**src/rtl/snpu_pkg.sv**
```systemverilog
// Shared opcodes, deck constants, FSM states and LFSR step for the policy deck.
package snpu_pkg;

  typedef enum logic [2:0] {
    OP_NOP      = 3'd0,
    OP_NEW_GAME = 3'd1,
    OP_DRAW3    = 3'd2,
    OP_DISCARD  = 3'd3,
    OP_ENACT    = 3'd4,
    OP_TOPDECK  = 3'd5
  } op_e;

  typedef enum logic [1:0] {
    IDLE,
    SHUF,
    DRAW
  } state_e;

  localparam int          FULL_DECK  = 17;
  localparam logic [15:0] LFSR_RESET = 16'hACE1;
  // Right-shifting Galois form of x^16+x^14+x^13+x^11+1
  localparam logic [15:0] LFSR_TAPS  = 16'hB400;

  function automatic logic [15:0] lfsr_step(input logic [15:0] s);
    return {1'b0, s[15:1]} ^ (s[0] ? LFSR_TAPS : '0);
  endfunction

endpackage

```
**src/rtl/policy_lfsr.sv**
```systemverilog
// Free-running 16-bit Galois LFSR; a zero seed falls back to the reset value.
module policy_lfsr
  import snpu_pkg::*;
(
  input  logic        clk,
  input  logic        rst,
  input  logic        load,
  input  logic [15:0] seed,
  output logic [15:0] state
);

  always_ff @(posedge clk) begin
    if (rst)       state <= LFSR_RESET;
    else if (load) state <= (seed == '0) ? LFSR_RESET : seed;
    else           state <= lfsr_step(state);
  end

endmodule

```
**src/rtl/policy_deck.sv**
```systemverilog
// Policy card deck: count-based draw/discard piles, a 3-slot hand and the board,
// with draws made by rejection sampling on the LFSR.
module policy_deck
  import snpu_pkg::*;
#(
  parameter int NUM_LIB = 6,
  parameter int NUM_FAS = FULL_DECK - 6
) (
  input  logic        clk,
  input  logic        rst,
  input  logic        cmd_valid,
  input  logic [2:0]  cmd_op,
  input  logic [1:0]  cmd_idx,
  input  logic [15:0] seed,
  output logic        cmd_ready,
  output logic        op_done,
  output logic        cmd_err,
  output logic [2:0]  hand_valid,
  output logic [2:0]  hand_card,
  output logic [2:0]  board_lib,
  output logic [2:0]  board_fas,
  output logic [4:0]  draw_n,
  output logic [4:0]  discard_n,
  output logic        lib_win,
  output logic        fas_win
);

  localparam logic [4:0] INIT_LIB = 5'(NUM_LIB);
  localparam logic [4:0] INIT_FAS = 5'(NUM_FAS);

  state_e      state;
  op_e         op;
  logic        to_board;
  logic [1:0]  slot;
  logic [4:0]  draw_lib, draw_fas, disc_lib, disc_fas;
  logic [15:0] lfsr;
  logic        lfsr_unused;
  logic [4:0]  r;
  logic        hit, hit_lib, accept, legal;
  logic [2:0]  sel, other;
  logic        sel_lib, other_lib, two_valid, idx_ok;

  policy_lfsr u_lfsr (
    .clk  (clk),
    .rst  (rst),
    .load (accept && op == OP_NEW_GAME),
    .seed (seed),
    .state(lfsr)
  );

  assign lfsr_unused = ^lfsr[15:5];
  assign op          = op_e'(cmd_op);
  assign cmd_ready   = (state == IDLE);
  assign accept      = cmd_valid && cmd_ready;
  assign draw_n      = draw_lib + draw_fas;
  assign discard_n   = disc_lib + disc_fas;
  assign lib_win     = (board_lib == 3'd5);
  assign fas_win     = (board_fas == 3'd6);

  assign r         = lfsr[4:0];
  assign hit       = (r < draw_n);
  assign hit_lib   = (r < draw_lib);
  assign sel       = 3'b001 << cmd_idx;
  assign other     = hand_valid & ~sel;
  assign sel_lib   = |(sel & hand_card);
  assign other_lib = |(other & hand_card);
  assign idx_ok    = (cmd_idx != 2'd3);
  assign two_valid = (hand_valid == 3'b011) || (hand_valid == 3'b101) ||
                     (hand_valid == 3'b110);

  always_comb begin
    legal = 1'b0;
    case (op)
      OP_NOP, OP_NEW_GAME:  legal = 1'b1;
      OP_DRAW3, OP_TOPDECK: legal = (hand_valid == '0) && !lib_win && !fas_win;
      OP_DISCARD:           legal = (hand_valid == '1) && idx_ok;
      OP_ENACT:             legal = two_valid && idx_ok && |(sel & hand_valid);
      default:              legal = 1'b0;
    endcase
  end

  always_ff @(posedge clk) begin
    if (rst) begin
      state      <= IDLE;
      to_board   <= 1'b0;
      slot       <= '0;
      draw_lib   <= INIT_LIB;
      draw_fas   <= INIT_FAS;
      disc_lib   <= '0;
      disc_fas   <= '0;
      board_lib  <= '0;
      board_fas  <= '0;
      hand_valid <= '0;
      hand_card  <= '0;
      op_done    <= 1'b0;
      cmd_err    <= 1'b0;
    end else begin
      op_done <= 1'b0;
      cmd_err <= 1'b0;
      case (state)
        IDLE: if (accept) begin
          if (!legal) begin
            cmd_err <= 1'b1;
          end else begin
            case (op)
              OP_NEW_GAME: begin
                draw_lib   <= INIT_LIB;
                draw_fas   <= INIT_FAS;
                disc_lib   <= '0;
                disc_fas   <= '0;
                board_lib  <= '0;
                board_fas  <= '0;
                hand_valid <= '0;
                op_done    <= 1'b1;
              end
              OP_DRAW3: begin
                to_board <= 1'b0;
                slot     <= '0;
                state    <= (draw_n < 5'd3) ? SHUF : DRAW;
              end
              OP_TOPDECK: begin
                to_board <= 1'b1;
                state    <= (draw_n == '0) ? SHUF : DRAW;
              end
              OP_DISCARD: begin
                hand_valid <= hand_valid & ~sel;
                if (sel_lib) disc_lib <= disc_lib + 5'd1;
                else         disc_fas <= disc_fas + 5'd1;
                op_done <= 1'b1;
              end
              OP_ENACT: begin
                hand_valid <= '0;
                if (sel_lib)   board_lib <= board_lib + 3'd1;
                else           board_fas <= board_fas + 3'd1;
                if (other_lib) disc_lib  <= disc_lib + 5'd1;
                else           disc_fas  <= disc_fas + 5'd1;
                op_done <= 1'b1;
              end
              default: ;
            endcase
          end
        end
        SHUF: begin
          draw_lib <= draw_lib + disc_lib;
          draw_fas <= draw_fas + disc_fas;
          disc_lib <= '0;
          disc_fas <= '0;
          state    <= DRAW;
        end
        DRAW: if (hit) begin
          if (hit_lib) draw_lib <= draw_lib - 5'd1;
          else         draw_fas <= draw_fas - 5'd1;
          if (to_board) begin
            if (hit_lib) board_lib <= board_lib + 3'd1;
            else         board_fas <= board_fas + 3'd1;
            state   <= IDLE;
            op_done <= 1'b1;
          end else begin
            hand_valid[slot] <= 1'b1;
            hand_card[slot]  <= hit_lib;
            slot             <= slot + 2'd1;
            if (slot == 2'd2) begin
              state   <= IDLE;
              op_done <= 1'b1;
            end
          end
        end
        default: state <= IDLE;
      endcase
    end
  end

endmodule
```
**config.mk**
```make
export PLATFORM = sky130hd
export DESIGN_NAME = policy_deck
export DESIGN_NICKNAME = d
export VERILOG_FILES = /design/src/rtl/snpu_pkg.sv /design/src/rtl/policy_lfsr.sv /design/src/rtl/policy_deck.sv
export SDC_FILE = /design/constraint.sdc
export NUM_CORES = 1
export LEC_CHECK = 0
export BUFFER_PORTS_ARGS = -buffer_cell sky130_fd_sc_hd__buf_2
export CORE_MARGIN = 5
export CORE_UTILIZATION = 52
export DETAILED_ROUTE_END_ITERATION = 10
export GPL_TIMING_DRIVEN = 0
export PLACE_DENSITY = 0.71
export SETUP_SLACK_MARGIN = 0.4
export SLEW_MARGIN = 20
export SYNTH_ARGS = -nofsm -noshare
export SYNTH_HDL_FRONTEND = slang
export SYNTH_HIERARCHICAL = 1
export SYNTH_SLANG_ARGS = --single-unit
export TNS_END_PERCENT = 10
```
**constraint.sdc**
```tcl
create_clock -name clk -period 3.9 [get_ports clk]
set_clock_uncertainty 0.1 [all_clocks]
set_input_delay 0.78 -clock clk [delete_from_list [all_inputs] [get_ports clk]]
set_output_delay 0.78 -clock clk [all_outputs]
set_load 0.02 [all_outputs]
```
==> results.py, run 1 <==
metrics = {
    "run_status": {
        "status": "finished, final reports clean",
    },
    "synthesis": {
        "syn_inst": 507,
        "yosysUniqueCellTypes": 73,
        "synthFlopType": "dfxtp_1",
        "ys_seq_area_share_pct": 26.0,
        "synth_edf_count": 0,
        "avgSynthCellArea_um2": 8.36,
        "synth_seq_cells": 55,
        "yosysWarnings": 6,
        "async_flop_share_pct": 0,
        "syn_area_um2": 4240,
        "syn_nets": 573,
    },
    "timing": {
        "relSlewSlack_pct": 35.5,
        "fin_crit_ns": 3.35,
        "setup_violations": 0,
        "setup_ws_ns": 0.547,
        "hold_viol_final": 0,
        "max_freq_mhz": 298,
        "period_share_pct": 86.0,
        "grt_setup_unrepaired": "false",
        "fin_tns_setup_ns": 0,
        "worst_pin_slew_ns": 0.965,
        "maxSlewViolCount": 0,
    },
    "setup_path": {
        "reg2reg_from": "draw_lib[0]",
        "crit_required_ns": 4.05,
        "cp.arrival_ns": 3.50,
        "worstPathMaxFanout": 6,
        "end_kind": "flip-flop",
        "start_kind": "flip-flop",
        "crit_type": "flip-flop to flip-flop",
        "startpoint": "draw_lib[0]",
    },
    "final_layout": {
        "fin_area_um2": 4830,
        "fill_cells": 780,
        "seq_area_um2": 1100,
        "fin_nets": 631,
        "multi_input_area_um2": 2960,
        "drive_above_1_share_pct": 16.3,
        "final_common_cell": "dfxtp_1",
        "final_cells": 671,
        "final_cell_mix": "dfxtp_1, buf_2, nand2_1",
        "synthToLayoutAreaGrowth_pct": 14.0,
        "n_antenna_cell": 0,
    },
    "clock_network": {
        "clock_sinks": 55,
        "clockBufferDepth": 2,
        "root_buffer": "clkbuf_8",
        "insertion_delay_ns": 0.32,
        "clk_pin_slew_worst_paths_ns": 0.11,
        "h-tree-depth": 2,
        "cts_inserted_buffers": 5,
        "cts_tree": "done",
    },
    "placement": {
        "dpl-instance-area_um2": 4610,
        "hpwl_um": 8740,
        "port_buffers": 47,
        "dp_slack_ns": 0.219,
        "globalplace.congestion": 0.912,
        "placed_cells": 659,
    },
    "detailed_routing": {
        "drtAntennaViolNets": 0,
        "routed_wl_um": 11400,
        "drt_iter0_drc": 215,
        "route.detailed.drc": 0,
        "vias_per_cell": 6.07,
        "routedWlPerCell_um": 17.0,
        "dr.pass1.iters": 5,
        "vias": 4071,
    },
    "worst_hold_path": {
        "hp-class": "flip-flop to flip-flop",
        "worstHoldStart": "u_lfsr/state[12]",
    },
    "flow_run": {
        "drv_cap": 0,
    },
    "global_route": {
        "grt_pass1_vias": 3994,
        "grt_max_degree": 20,
        "grt_pass1_wl_um": 19000,
        "antenna_found_initial": 0,
        "grt_overflow": 0,
        "grt_usage_pct": 22.9,
    },
    "pwr": {
        "power_leakage_nw": 2.02,
        "powerDensity_nw_per_um2": 261,
        "ir_drop_uv": 168,
    },
    "floorplanning": {
        "rows": 33,
        "die_area_um2": 10100,
        "start_util_pct": 52.4,
        "coreArea_um2": 8090,
        "die_height_um": 100,
        "die_x_um": 100,
        "io_pins": 51,
    },
}
-- state kept, by name, indices dropped and copies added (netlist names) --
register,count
board_fas,3
board_lib,3
cmd_err,1
disc_fas,5
disc_lib,5
draw_fas,5
draw_lib,5
hand_card,3
hand_valid,3
op_done,1
slot,2
state,2
to_board,1
u_lfsr/state,16
-- worst max-delay path, stage by stage (launching register included) --
cell	delay, ns
dfxtp_1	0.36
ha_1	0.23
fa_1	0.44
xor2_2	0.23
inv_1	0.06
ha_1	0.30
a21oi_2	0.20
o21ai_4	0.13
a31oi_4	0.25
buf_4	0.16
a31oi_2	0.17
or4_1	0.56
o21ai_0	0.10
-- layer usage --
layer | global-route usage (%) | routed length (um) | up-vias | part of all wire (%)
li1 | - | - | 1992 | -
met1 | 31.0 | 5110 | 1940 | 45
met2 | 38.5 | 5450 | 124 | 48
met3 | 3.20 | 674 | 15 | 5.9
met4 | 5.80 | 189 | 0 | 1.7
met5 | 0 | 0 | - | 0
-- per-stage QoR --
| step | util [%] | hold WS, ns | total power, mW |
|---|---|---|---|
| 2_1_floorplan | - | 0.313 | 0.801 |
| 3_3_place_gp | 57.0 | 0.316 | 0.877 |
| 3_5_place_dp | 57.0 | 0.332 | 0.883 |
| 4_1_cts | 58.2 | 0.355 | 1.23 |
| 5_1_grt | 59.7 | 0.367 | 1.31 |
| 6_report | 59.7 | 0.353 | 1.26 |
-- where the power goes --
part | internal (mW) | total, mW | switching, mW | leakage, nW
registers | 0.581 | 0.595 | 0.0139 | 0.448
logic | 0.109 | 0.306 | 0.197 | 1.53
clock network | 0.134 | 0.358 | 0.224 | 0.0467
total | 0.825 | 1.26 | 0.435 | 2.02
-- cells by family (layout without fill, tap and decap cells) --
family                     Yosys count  in the layout  share of synthesized area, %
and+or+nand+nor                    173            173                          21.9
AOI/OAI and AO/OA                  131            131                          23.3
buffers and inverters               65            124                          6.58
DFF                                 55             55                          26.0
adders and majority gates           43             43                          13.3
xor gates and xnor gates            22             22                          4.55
muxes                               18             18                          4.31
-- final cells by class --
type / count / share of cell area [%]
plain buffers: 29 / 3.00
clock buffers: 5 / 1.42
clock inverters: 3 / 0.570
inverters: 36 / 2.80
multi-input cells: 387 / 61.2
flip-flops and latches: 55 / 22.8
well taps: 105 / 2.72
repair buffers: 51 / 5.49
-- worst paths after layout --
| check | end | slack (ns) | depth (start not counted) |
|---|---|---|---|
| hold reg to reg | u_lfsr/state[11] | 0.35 | 1 |
| setup / recovery | draw_fas[2] | 0.55 | 12 |
| setup reg to reg | draw_fas[2] | 0.55 | 12 |
| hold / removal | u_lfsr/state[11] | 0.35 | 1 |
-- synthesized netlist by cell type, types with 4 or more instances --
master,instances,area [um2]
or4_1,4,30.0
a31oi_1,12,75.1
o21ai_0,13,65.1
nand2_1,43,161
o22a_1,9,78.8
nor3_1,10,50.1
o32ai_1,5,43.8
inv_1,34,128
a21o_1,13,97.6
ha_1,38,475
and2_1,4,25.0
o2bb2ai_1,5,43.8
nand3_1,22,110
clkbuf_1,20,75.1
nor3b_1,5,37.5
nor2b_1,8,50.1
nand2b_1,5,31.3
nand4_1,6,37.5
mux2i_1,16,160
and3_1,8,50.1
o21a_1,6,45.0
xnor2_1,13,114
fa_1,4,80.1
nor4_1,10,62.6
nor2_1,27,101
dfxtp_1,55,1100
a21oi_1,18,90.1
xor2_1,9,78.8
-- what timing repair did --
| action | in CTS | in global routing |
|---|---|---|
| setup endpoints to repair | 7 | 18 |
| hold buffers | 0 | 0 |
| resized for setup | 1 | 16 |
| pin swaps | 0 | 4 |
| setup buffers | 0 | 4 |
Power figures use the tool's default switching activity.
==> inputs of run 2 (changes only) <==
CORE_UTILIZATION = 40   (was 52)
PLACE_DENSITY = 0.57   (was 0.71)
clock period = 4.1 ns   (was 3.9 ns; I/O delays follow)
==> results.py, run 2 (synthesis results as in run 1) <==
metrics = {
    "run_status": {
        "status": "finished, final reports clean",
    },
    "pwr": {
        "ir_drop_uv": 165,
        "total_power_mw": 1.23,
        "powerDensity_nw_per_um2": 256,
        "power_leakage_nw": 2.01,
    },
    "detailed_routing": {
        "routed_wl_um": 11600,
        "drt_iter0_drc": 223,
        "routedWlPerCell_um": 16.6,
        "dr.pass1.iters": 4,
        "vias": 3987,
        "drtAntennaViolNets": 0,
        "vias_per_cell": 5.71,
        "route.detailed.drc": 0,
    },
    "setup_path": {
        "critPathTopFamily": "compound AO/OA/AOI/OAI gates",
        "slowest_delay_ns": 0.44,
        "crit_required_ns": 4.23,
        "worstPathMaxFanout": 6,
        "cp.arrival_ns": 3.63,
        "slowest_stage": "fa_1",
        "crit_path_cell_trace": "ha_1, fa_1, xor2_2, inv_1, ha_1, a21oi_1, o21ai_1, a31oi_2, a31oi_2, or2_2, o32ai_1",
        "end_kind": "flip-flop",
        "cp.buffers_inverters": 1,
        "start_kind": "flip-flop",
        "crit_type": "flip-flop to flip-flop",
    },
    "placement": {
        "placed_cells": 690,
        "port_buffers": 47,
        "globalplace.congestion": 0.882,
        "dpl-instance-area_um2": 4640,
        "hpwl_um": 9110,
        "dp_slack_ns": 0.283,
    },
    "final_layout": {
        "n_antenna_cell": 0,
        "fin_util_pct": 46.5,
        "synthToLayoutAreaGrowth_pct": 13.3,
        "final_cell_mix": "dfxtp_1, buf_2, nand2_1",
        "fin_area_um2": 4800,
        "fin_nets": 627,
        "final_cells": 698,
        "final_common_cell": "dfxtp_1",
        "drive_above_1_share_pct": 14.9,
        "largest-register": "u_lfsr/state",
        "largest_reg_flops": 16,
        "fill_cells": 1030,
    },
    "global_route": {
        "grt_pass1_wl_um": 19100,
        "met2_usage_pct": 29.1,
        "use_met1_pct": 25.4,
        "grt_pass1_vias": 3797,
        "grt_overflow": 0,
        "met3_usage_pct": 3.53,
        "grt_usage_pct": 18.1,
        "antenna_found_initial": 0,
        "grt_max_degree": 19,
        "grt.busiest_layer": "met2",
    },
    "timing": {
        "hold_ws_ns": 0.350,
        "fin_crit_ns": 3.50,
        "fin_tns_setup_ns": 0,
        "worst_pin_slew_ns": 0.892,
        "period_share_pct": 85.5,
        "max_freq_mhz": 285,
        "setup_ws_ns": 0.596,
        "grt_setup_unrepaired": "true",
        "maxSlewViolCount": 0,
        "setup_violations": 0,
        "hold_viol_final": 0,
        "relSlewSlack_pct": 40.4,
    },
    "floorplanning": {
        "start_util_pct": 41.0,
        "coreArea_um2": 10300,
        "rows": 37,
        "io_pins": 51,
        "die_x_um": 113,
        "die_area_um2": 12800,
        "die_height_um": 113,
    },
    "clock_network": {
        "clock_sinks": 55,
        "cts_setup_buffers": 0,
        "h-tree-depth": 2,
        "root_buffer": "clkbuf_8",
        "cts_inserted_buffers": 5,
        "clk_pin_slew_worst_paths_ns": 0.11,
        "cts_hold_buf": 0,
        "clockBufferDepth": 2,
        "insertion_delay_ns": 0.32,
        "cts_tree": "done",
    },
    "flow_run": {
        "drv_cap": 0,
    },
    "worst_hold_path": {
        "hp-class": "flip-flop to flip-flop",
    },
}
-- run 2: worst paths after layout --
| check | start | to | slack [ns] | depth (start not counted) |
|---|---|---|---|---|
| setup / recovery | draw_lib[0] | draw_lib[4] | 0.60 | 11 |
| hold / removal | u_lfsr/state[7] | u_lfsr/state[6] | 0.35 | 1 |
| setup reg to reg | draw_lib[0] | draw_lib[4] | 0.60 | 11 |
| hold reg to reg | u_lfsr/state[7] | u_lfsr/state[6] | 0.35 | 1 |
-- run 2: worst reg2reg max path: stages, from the launching register on --
cell and delay (ns):
dfxtp_1 0.36, ha_1 0.23, fa_1 0.44, xor2_2 0.24, inv_1 0.07, ha_1 0.28, a21oi_1 0.15, o21ai_1 0.23
a31oi_2 0.39, a31oi_2 0.25, or2_2 0.40, o32ai_1 0.28
-- run 2: where the power goes --
| group | total (mW) | switching [mW] | internal, mW |
|---|---|---|---|
| sequential | 0.566 | 0.0127 | 0.553 |
| combinational | 0.276 | 0.181 | 0.0951 |
| clock | 0.387 | 0.201 | 0.186 |
| total | 1.23 | 0.395 | 0.834 |
-- run 2: layer usage --
metal / up-vias / wire [um]
li1: 1985 / -
met1: 1886 / 5390
met2: 103 / 5210
met3: 13 / 827
met4: 0 / 189
met5: - / 0
-- run 2: cell type report --
type / instances / area, um2 / share of cell area [%]
buffer: 29 / 144 / 3.00
clock buffer: 5 / 68.8 / 1.43
clock inverter: 3 / 47.5 / 0.990
inverter: 36 / 135 / 2.81
multi-input combinational: 387 / 2900 / 60.4
sequential: 55 / 1100 / 22.9
tap: 136 / 170 / 3.54
timing repair buffer: 47 / 235 / 4.90
-- run 2: timing repair --
action,CTS,global route
gates resized for setup,1,7
pin swaps,0,1
gates cloned,0,0
endpoints found under the setup margin,1,13
